$ cat src/rtl/cfg_frame_tx.sv
`default_nettype none
// ============================================================================
//  Module      : cfg_frame_tx
//  Description : Four-line start-marker serializer for the VREF/DATA/CONVER/
//                COMP configuration shift registers.
//  Revision    : 1.0  initial release
// ============================================================================
module cfg_frame_tx #(
    parameter int W_VREF = 4,
    parameter int W_DATA = 8,
    parameter int W_CONV = 8,
    parameter int W_COMP = 6
) (
    input  logic              clk,
    input  logic              rst,
    input  logic              start_valid,
    output logic              start_ready,
    input  logic [W_VREF-1:0] vref_word,
    input  logic [W_DATA-1:0] data_word,
    input  logic [W_CONV-1:0] conver_word,
    input  logic [W_COMP-1:0] comp_word,
    output logic              tx_vref,
    output logic              tx_data,
    output logic              tx_conver,
    output logic              tx_comp,
    output logic              busy,
    output logic              done
);

    localparam int c_W_AB = (W_VREF > W_DATA) ? W_VREF : W_DATA;
    localparam int c_W_CD = (W_CONV > W_COMP) ? W_CONV : W_COMP;
    localparam int c_WMAX = (c_W_AB > c_W_CD) ? c_W_AB : c_W_CD;
    localparam int c_CW   = $clog2(c_WMAX + 1);
    localparam logic [c_CW-1:0] c_K_LAST = c_CW'(c_WMAX);
    localparam logic [c_CW-1:0] c_K_ONE  = c_CW'(1);

    typedef enum logic [1:0] {
        ST_IDLE = 2'd0,
        ST_SEND = 2'd1,
        ST_FIN  = 2'd2
    } state_t;

    state_t            r_state;
    state_t            w_state_nxt;
    logic [c_CW-1:0]   r_k;
    logic [c_CW-1:0]   w_k_nxt;

    // Each line's frame is held as {payload, marker}; bit 0 drives the line,
    // so the line output comes straight from a flop.
    logic [W_VREF:0]   r_sr_vref;
    logic [W_VREF:0]   w_sr_vref_nxt;
    logic [W_DATA:0]   r_sr_data;
    logic [W_DATA:0]   w_sr_data_nxt;
    logic [W_CONV:0]   r_sr_conv;
    logic [W_CONV:0]   w_sr_conv_nxt;
    logic [W_COMP:0]   r_sr_comp;
    logic [W_COMP:0]   w_sr_comp_nxt;

    logic              r_busy;
    logic              w_busy_nxt;
    logic              r_done;
    logic              w_done_nxt;
    logic              r_ready;
    logic              w_ready_nxt;

    always_ff @(posedge clk or posedge rst) begin
        if (rst) begin
            r_state   <= ST_IDLE;
            r_k       <= '0;
            r_sr_vref <= '0;
            r_sr_data <= '0;
            r_sr_conv <= '0;
            r_sr_comp <= '0;
            r_busy    <= 1'b0;
            r_done    <= 1'b0;
            r_ready   <= 1'b1;
        end else begin
            r_state   <= w_state_nxt;
            r_k       <= w_k_nxt;
            r_sr_vref <= w_sr_vref_nxt;
            r_sr_data <= w_sr_data_nxt;
            r_sr_conv <= w_sr_conv_nxt;
            r_sr_comp <= w_sr_comp_nxt;
            r_busy    <= w_busy_nxt;
            r_done    <= w_done_nxt;
            r_ready   <= w_ready_nxt;
        end
    end

    always_comb begin
        w_state_nxt   = r_state;
        w_k_nxt       = r_k;
        w_sr_vref_nxt = r_sr_vref;
        w_sr_data_nxt = r_sr_data;
        w_sr_conv_nxt = r_sr_conv;
        w_sr_comp_nxt = r_sr_comp;
        w_busy_nxt    = r_busy;
        w_done_nxt    = 1'b0;
        w_ready_nxt   = r_ready;

        case (r_state)
            ST_IDLE: begin
                if (start_valid) begin
                    w_state_nxt   = ST_SEND;
                    w_k_nxt       = '0;
                    w_sr_vref_nxt = {vref_word,   1'b1};
                    w_sr_data_nxt = {data_word,   1'b1};
                    w_sr_conv_nxt = {conver_word, 1'b1};
                    w_sr_comp_nxt = {comp_word,   1'b1};
                    w_busy_nxt    = 1'b1;
                    w_ready_nxt   = 1'b0;
                end
            end
            ST_SEND: begin
                if (r_k == c_K_LAST) begin
                    w_state_nxt   = ST_FIN;
                    w_sr_vref_nxt = '0;
                    w_sr_data_nxt = '0;
                    w_sr_conv_nxt = '0;
                    w_sr_comp_nxt = '0;
                    w_done_nxt    = 1'b1;
                end else begin
                    // Zeros fill from the top so short frames idle low early.
                    w_k_nxt       = r_k + c_K_ONE;
                    w_sr_vref_nxt = {1'b0, r_sr_vref[W_VREF:1]};
                    w_sr_data_nxt = {1'b0, r_sr_data[W_DATA:1]};
                    w_sr_conv_nxt = {1'b0, r_sr_conv[W_CONV:1]};
                    w_sr_comp_nxt = {1'b0, r_sr_comp[W_COMP:1]};
                end
            end
            ST_FIN: begin
                w_state_nxt = ST_IDLE;
                w_busy_nxt  = 1'b0;
                w_ready_nxt = 1'b1;
            end
            default: begin
                w_state_nxt   = ST_IDLE;
                w_k_nxt       = '0;
                w_sr_vref_nxt = '0;
                w_sr_data_nxt = '0;
                w_sr_conv_nxt = '0;
                w_sr_comp_nxt = '0;
                w_busy_nxt    = 1'b0;
                w_ready_nxt   = 1'b1;
            end
        endcase
    end

    assign tx_vref     = r_sr_vref[0];
    assign tx_data     = r_sr_data[0];
    assign tx_conver   = r_sr_conv[0];
    assign tx_comp     = r_sr_comp[0];
    assign busy        = r_busy;
    assign done        = r_done;
    assign start_ready = r_ready;

endmodule
`default_nettype wire

$ cat config.mk
export PLATFORM = sky130hd
export DESIGN_NAME = cfg_frame_tx
export DESIGN_NICKNAME = d
export VERILOG_FILES = /design/src/rtl/cfg_frame_tx.sv
export SDC_FILE = /design/constraint.sdc
export NUM_CORES = 1
export LEC_CHECK = 0
export ABC_AREA = 1
export CORE_MARGIN = 2
export CORE_UTILIZATION = 30
export DETAILED_ROUTE_END_ITERATION = 7
export SLEW_MARGIN = 20
export SYNTH_ARGS = -nofsm -noshare
export SYNTH_HDL_FRONTEND = slang
export SYNTH_SLANG_ARGS = --single-unit
$ cat constraint.sdc
create_clock -name clk -period 1.65 [get_ports clk]
set_input_delay 0.33 -clock clk [delete_from_list [all_inputs] [get_ports clk]]
set_output_delay 0.33 -clock clk [all_outputs]
set_load 0.02 [all_outputs]
==> impl_metrics.yaml, run 1 <==
run_status:
  status: "completed"
setup_path:
  cp_slowest_cell: "clkdlybuf4s50_1"
  endpoint_kind: "primary output"
  critPathMaxStageDelay_ns: 0.61
  critPathKind: "register to primary output"
  crit_buf_inv: 1
  arrival_ns: 1.27
  crit_chain: "clkdlybuf4s50_1"
  critPathRequiredTime_ns: 1.32
  reg2reg_slack_ns: 0.28
  cpLargestDelayFamily: "buffers and inverters"
  critical_path.max_fanout: 2
  critical_path.startpoint_type: "register"
worst_hold_path:
  hold_path.class: "primary input to async pin"
synth:
  syn_area_um2: 1888
  yosysMostFrequentCell: "nand2_1"
  synth_nets: 281
  synth.top_cells.by_area: "dfrtp_1 50%, nand2_1 29%, nand3_1 7.2%"
  ys.flop_type: "dfrtp_1"
  ys_seq_area_share_pct: 51.76
  yosysTopAreaCellShare_pct: 50.36
  synth_common_cells: "145 x nand2_1, 38 x dfrtp_1, 27 x nand3_1"
  synthArstFlopShare_pct: 100.0
  ys_types: 20
  syn_avg_cell_area_um2: 7.552
  ys_seq_elements: 39
  synth_edf_count: 0
  yosys.area.top_type: "dfrtp_1"
  synthCells: 250
  yosysWarnings: 0
grt:
  grt_max_degree: 40
  grt_antenna_before_repair: 0
  grt_overflow: 0
  globalRouteTotalUtil_pct: 13.69
  grt_pass1_vias: 1679
  grt_pass1_wl_um: 7783
cts:
  numCtsBuffers: 5
  cts.path.max_buffers: 2
  insertion_delay_ns: 0.29
  ctsHtreeMaxLevel: 2
  cts_tree: "done"
  cts_root_buf: "clkbuf_8"
  cts.clk_slew.worst_paths_ns: 0.07
  clkSinkCount: 39
  cts_hold_buf: 0
routing:
  drc: 0
  avgRoutedWirePerCell_um: 12.01
  wl_um: 4395
  routed-via-count: 1686
  antenna_left: 0
  dr.pass1.iters: 4
  via_per_inst: 4.607
  drt_iter0_markers: 143
run:
  max-cap-violations: 0
place:
  portBuffers: 35
  dpl.hpwl_um: 3007
  pre_cts_slack_ns: 0.1348
  routabilityCongestion: 0.8354
sta:
  whs_ns: 0.4011
  finalMaxSlewViolations: 0
  period_share_pct: 96.88
  rsz0062_at_grt: "no"
  worst_pin_slew_ns: 0.2988
  fin_ws_ns: 0.05147
  min_period_ns: 1.599
  slew_headroom_pct: 80.06
  setup_violations: 0
  fin_tns_setup_ns: 0
  hold_viol: 0
  skew_ns: 0.004946
  max_freq_ghz: 0.6256
floorplanning:
  initial_core_util_pct: 31.52
  core_area_um2: 5991
  die_h_um: 83.33
  rows: 28
  die_w_um: 83.33
  top_level_ports: 36
  die-area_um2: 6944
pwr:
  p_int_mw: 2.329
  p_seq_share_pct: 41.1
  p_clk_share_pct: 18.2
  power_density_nw_per_um2: 1574
  switchingPower_mw: 1.510
  leakage_nw: 1.324
  ir_drop_uv: 715.2
  combPwrFrac_pct: 40.6
  swShare_pct: 39.33
layout:
  nets: 321
  diodes: 0
  drive_gt1_share_pct: 7.904
  n_fill_cell: 626
  final-seq-area_um2: 977.2
  multi_input_comb_area_um2: 798.3
  area_delta_synth_final_pct: 29.16
## worst paths after layout
check	from	end	depth (start not counted)
max	r_sr_data[0]$_DFFE_PP0P_	tx_data	1
min	rst	r_sr_data[8]$_DFFE_PP0P_	3
max reg2reg	r_k[0]$_DFFE_PP0P_	r_k[2]$_DFFE_PP0P_	7
min reg2reg	r_sr_data[8]$_DFFE_PP0P_	r_sr_data[8]$_DFFE_PP0P_	2
max in group asynchronous	rst	start_ready$_DFFE_PP1P_	3
min in group clk	r_sr_data[8]$_DFFE_PP0P_	r_sr_data[8]$_DFFE_PP0P_	2
## power by group through the flow
stage / registers, mW / logic, mW / clock network [mW]
floorplan: 1.61 / 1.04 / 0
global placement: 1.58 / 1.57 / 0
detailed placement: 1.58 / 1.59 / 0
CTS: 1.57 / 1.59 / 0.726
global route: 1.63 / 1.80 / 0.771
finish: 1.58 / 1.56 / 0.700
## through the flow
step	power (mW)	std cells	cell area [µm²]	utilization, %
finish	3.839	366	2439	40.71
global route	4.194	366	2439	40.71
CTS	3.889	366	2439	40.71
detailed placement	3.177	358	2340	39.06
global placement	3.152	358	2340	39.06
floorplan	2.651	250	1888	-
## per-layer routing
metal | GRT usage [%] | vias to the layer above | share of wire (%)
met3 | 4.076 | 4 | 4.7
met5 | 0 | - | 0
met4 | 4.471 | 0 | 1.3
met1 | 18.22 | 794 | 47
met2 | 21.33 | 39 | 47
li1 | - | 849 | -
## tightest hold or removal path: cells and delay by family
family | cells | cell delay [ns]
buffers and inverters | 3 | 0.72
## area by class of cell
class	count	area share, %
Sequential cell	39	40.07
Multi-Input combinational cell	189	32.73
Timing Repair Buffer	43	17.29
Clock buffer	8	4.105
Tap cell	75	3.848
Inverter	12	1.950
## cells in the final DEF (no fill, tap or decap)
cell / n
nand4_1: 1
buf_12: 1
clkbuf_1: 1
nor2_4: 1
xor2_1: 1
clkbuf_8: 7
inv_4: 1
dlygate4sd2_1: 1
o21ai_1: 1
nand3_1: 27
nand3_2: 1
buf_4: 7
o21ai_0: 2
dfrtp_1: 38
nand2_4: 1
dfstp_2: 1
nand2_2: 1
a21oi_1: 2
inv_1: 9
ha_1: 2
nor2_1: 4
nand2_1: 145
clkdlybuf4s50_1: 34
inv_2: 2
## repair_timing
item,4_1_cts,5_1_grt
setup endpoints to repair,1,0
buffers inserted,0,0
gates resized for setup,1,0
## state kept, by name, indices dropped and copies added (netlist names)
signal	flops
busy	1
done	1
r_k	4
r_sr_comp	7
r_sr_conv	9
r_sr_data	9
r_sr_vref	5
r_state	2
start_ready	1
## cells by family after synthesis
kind of cell | Yosys count | share of synthesized area (%)
flip-flops | 39 | 51.76
adder cells (fa/ha/maj) | 2 | 1.325
AO/OA/AOI/OAI | 5 | 1.325
XOR/XNOR | 1 | 0.4640
AND/OR/NAND/NOR | 181 | 39.17
buffers and inverters | 22 | 5.964
Note: power is estimated with default switching activity, not from simulation.
==> run 2: changes to the inputs <==
- ABC_CLOCK_PERIOD_IN_PS: default -> 1650
==> results of run 2 <==
Final layout, timing and power as in run 1 (identical DEF).
==> run 3: changes to the inputs <==
- ABC_CLOCK_PERIOD_IN_PS: 1650 -> 2000
- SLEW_MARGIN: 20 -> 30
- clock period: 1.65 -> 2 ns (I/O delays scaled with it)
==> impl_metrics.yaml, run 3 (synthesized netlist as in run 1, its figures left out) <==
layout:
  reg_top3: "r_sr_conv: 9 flops, r_sr_data: 9 flops, r_sr_comp: 7 flops"
  final_common_cell: "nand2_1"
  drive_gt1_share_pct: 6.920
  final_cell_mix: "145 x nand2_1, 38 x dfrtp_1, 35 x clkdlybuf4s50_1, 27 x nand3_1, 9 x inv_1"
  area_delta_synth_final_pct: 27.44
  final_area_um2: 2406
  diodes: 0
  nets: 319
cts:
  cts_resized: 0
  cts.clk_slew.worst_paths_ns: 0.07
  cts_tree: "done"
  postCtsSetupBuffers: 0
  cts_root_buf: "clkbuf_8"
  insertion_delay_ns: 0.29
  cts_hold_buf: 0
  numCtsBuffers: 5
  clkSinkCount: 39
  cts.path.max_buffers: 2
  ctsHtreeMaxLevel: 2
pwr:
  leakage_nw: 1.303
  swShare_pct: 40.11
  power_mw: 3.065
  switchingPower_mw: 1.229
  p_clk_share_pct: 16.5
  p_seq_share_pct: 42.4
  combPwrFrac_pct: 41.1
  ir_drop_uv: 491.7
  p_int_mw: 1.836
  power_density_nw_per_um2: 1274
routing:
  antenna_left: 0
  dr.pass1.iters: 4
  avgRoutedWirePerCell_um: 11.62
  routed-via-count: 1633
  wl_um: 4230
  drt_iter0_markers: 150
  via_per_inst: 4.486
  drc: 0
floorplanning:
  core_area_um2: 5991
  die_w_um: 83.33
  die_h_um: 83.33
  initial_core_util_pct: 31.52
  rows: 28
  top_level_ports: 36
  die-area_um2: 6944
setup_path:
  critPathKind: "register to primary output"
  crit_chain: "clkdlybuf4s50_1"
  arrival_ns: 1.42
  cpLargestDelayFamily: "buffers and inverters"
  critical_path.startpoint_type: "register"
  critPathRequiredTime_ns: 1.60
  critPathMaxStageDelay_ns: 0.60
  endpoint_kind: "primary output"
  crit_buf_inv: 1
  critical_path.max_fanout: 2
  cp_slowest_cell: "clkdlybuf4s50_1"
sta:
  slew_headroom_pct: 71.42
  skew_ns: 0.004144
  setup_violations: 0
  whs_ns: 0.4079
  hold_viol: 0
  max_freq_ghz: 0.5501
  worst_pin_slew_ns: 0.4283
  rsz0062_at_grt: "no"
  finalMaxSlewViolations: 0
  period_share_pct: 90.89
  min_period_ns: 1.818
  fin_tns_setup_ns: 0
grt:
  grt_pass1_wl_um: 7320
  grt_overflow: 0
  grt_pass1_vias: 1564
  globalRouteTotalUtil_pct: 12.94
  grt_antenna_before_repair: 0
  grt_max_degree: 29
place:
  dpl.hpwl_um: 2944
  portBuffers: 35
  placed_cell_area_um2: 2325
  routabilityCongestion: 0.8163
run:
  max-cap-violations: 0
worst_hold_path:
  hold_path.class: "primary input to async pin"
run_status:
  status: "completed"
## run 3: changes by cell type in the layout (fill, tap and decap cells not counted), sizes merged
| cell | previous run | this run |
|---|---|---|
| clkinv | 0 | 1 |
| buf | 8 | 6 |
| dlygate4sd2 | 1 | 0 |
| clkdlybuf4s50 | 34 | 35 |
| clkbuf | 8 | 7 |
## run 3: final timing paths
path,startpoint,endpoint,slack [ns],cells after the start
setup reg to reg,r_k[0]$_DFFE_PP0P_,r_sr_conv[5]$_DFFE_PP0P_,0.43,8
min in group clk,r_sr_conv[8]$_DFFE_PP0P_,r_sr_conv[8]$_DFFE_PP0P_,0.47,2
hold / removal,rst,r_k[2]$_DFFE_PP0P_,0.41,2
hold reg to reg,r_sr_conv[8]$_DFFE_PP0P_,r_sr_conv[8]$_DFFE_PP0P_,0.47,2
setup / recovery,start_ready$_DFFE_PP1P_,start_ready,0.18,1
max in group asynchronous,rst,r_sr_comp[5]$_DFFE_PP0P_,1.11,3
## run 3: power by group through the flow
stage	sequential, mW	clock [mW]	combinational (mW)
2_1_floorplan	1.33	0	0.858
3_3_place_gp	1.30	0	1.27
3_5_place_dp	1.30	0	1.28
4_1_cts	1.30	0.522	1.28
5_1_grt	1.34	0.559	1.46
6_report	1.30	0.504	1.26
## run 3: metal layers
layer	vias up	share of wire, %	track usage, %
met5	-	0	0
met4	0	2.5	5.812
met3	9	4.8	3.579
met2	35	45	19.21
met1	743	48	17.54
li1	846	-	-
## run 3: layout make-up
type,count,area (µm²)
flip-flops and latches,39,977.2
clock inverters,1,5.005
fillers,639,3585
well taps,75,93.84
inverters,12,47.55
clock buffers,7,76.32
repair buffers,41,407.9
multi-input cells,189,798.3
## run 3: through the flow
stage | utilization, % | worst slack [ns] | instances
CTS | 40.16 | 0.1692 | 364
global route | 40.16 | 0.1485 | 364
floorplan | - | 0.7124 | 250
global placement | 38.81 | 0.3764 | 356
finish | 40.16 | 0.1822 | 364
detailed placement | 38.81 | 0.3795 | 356
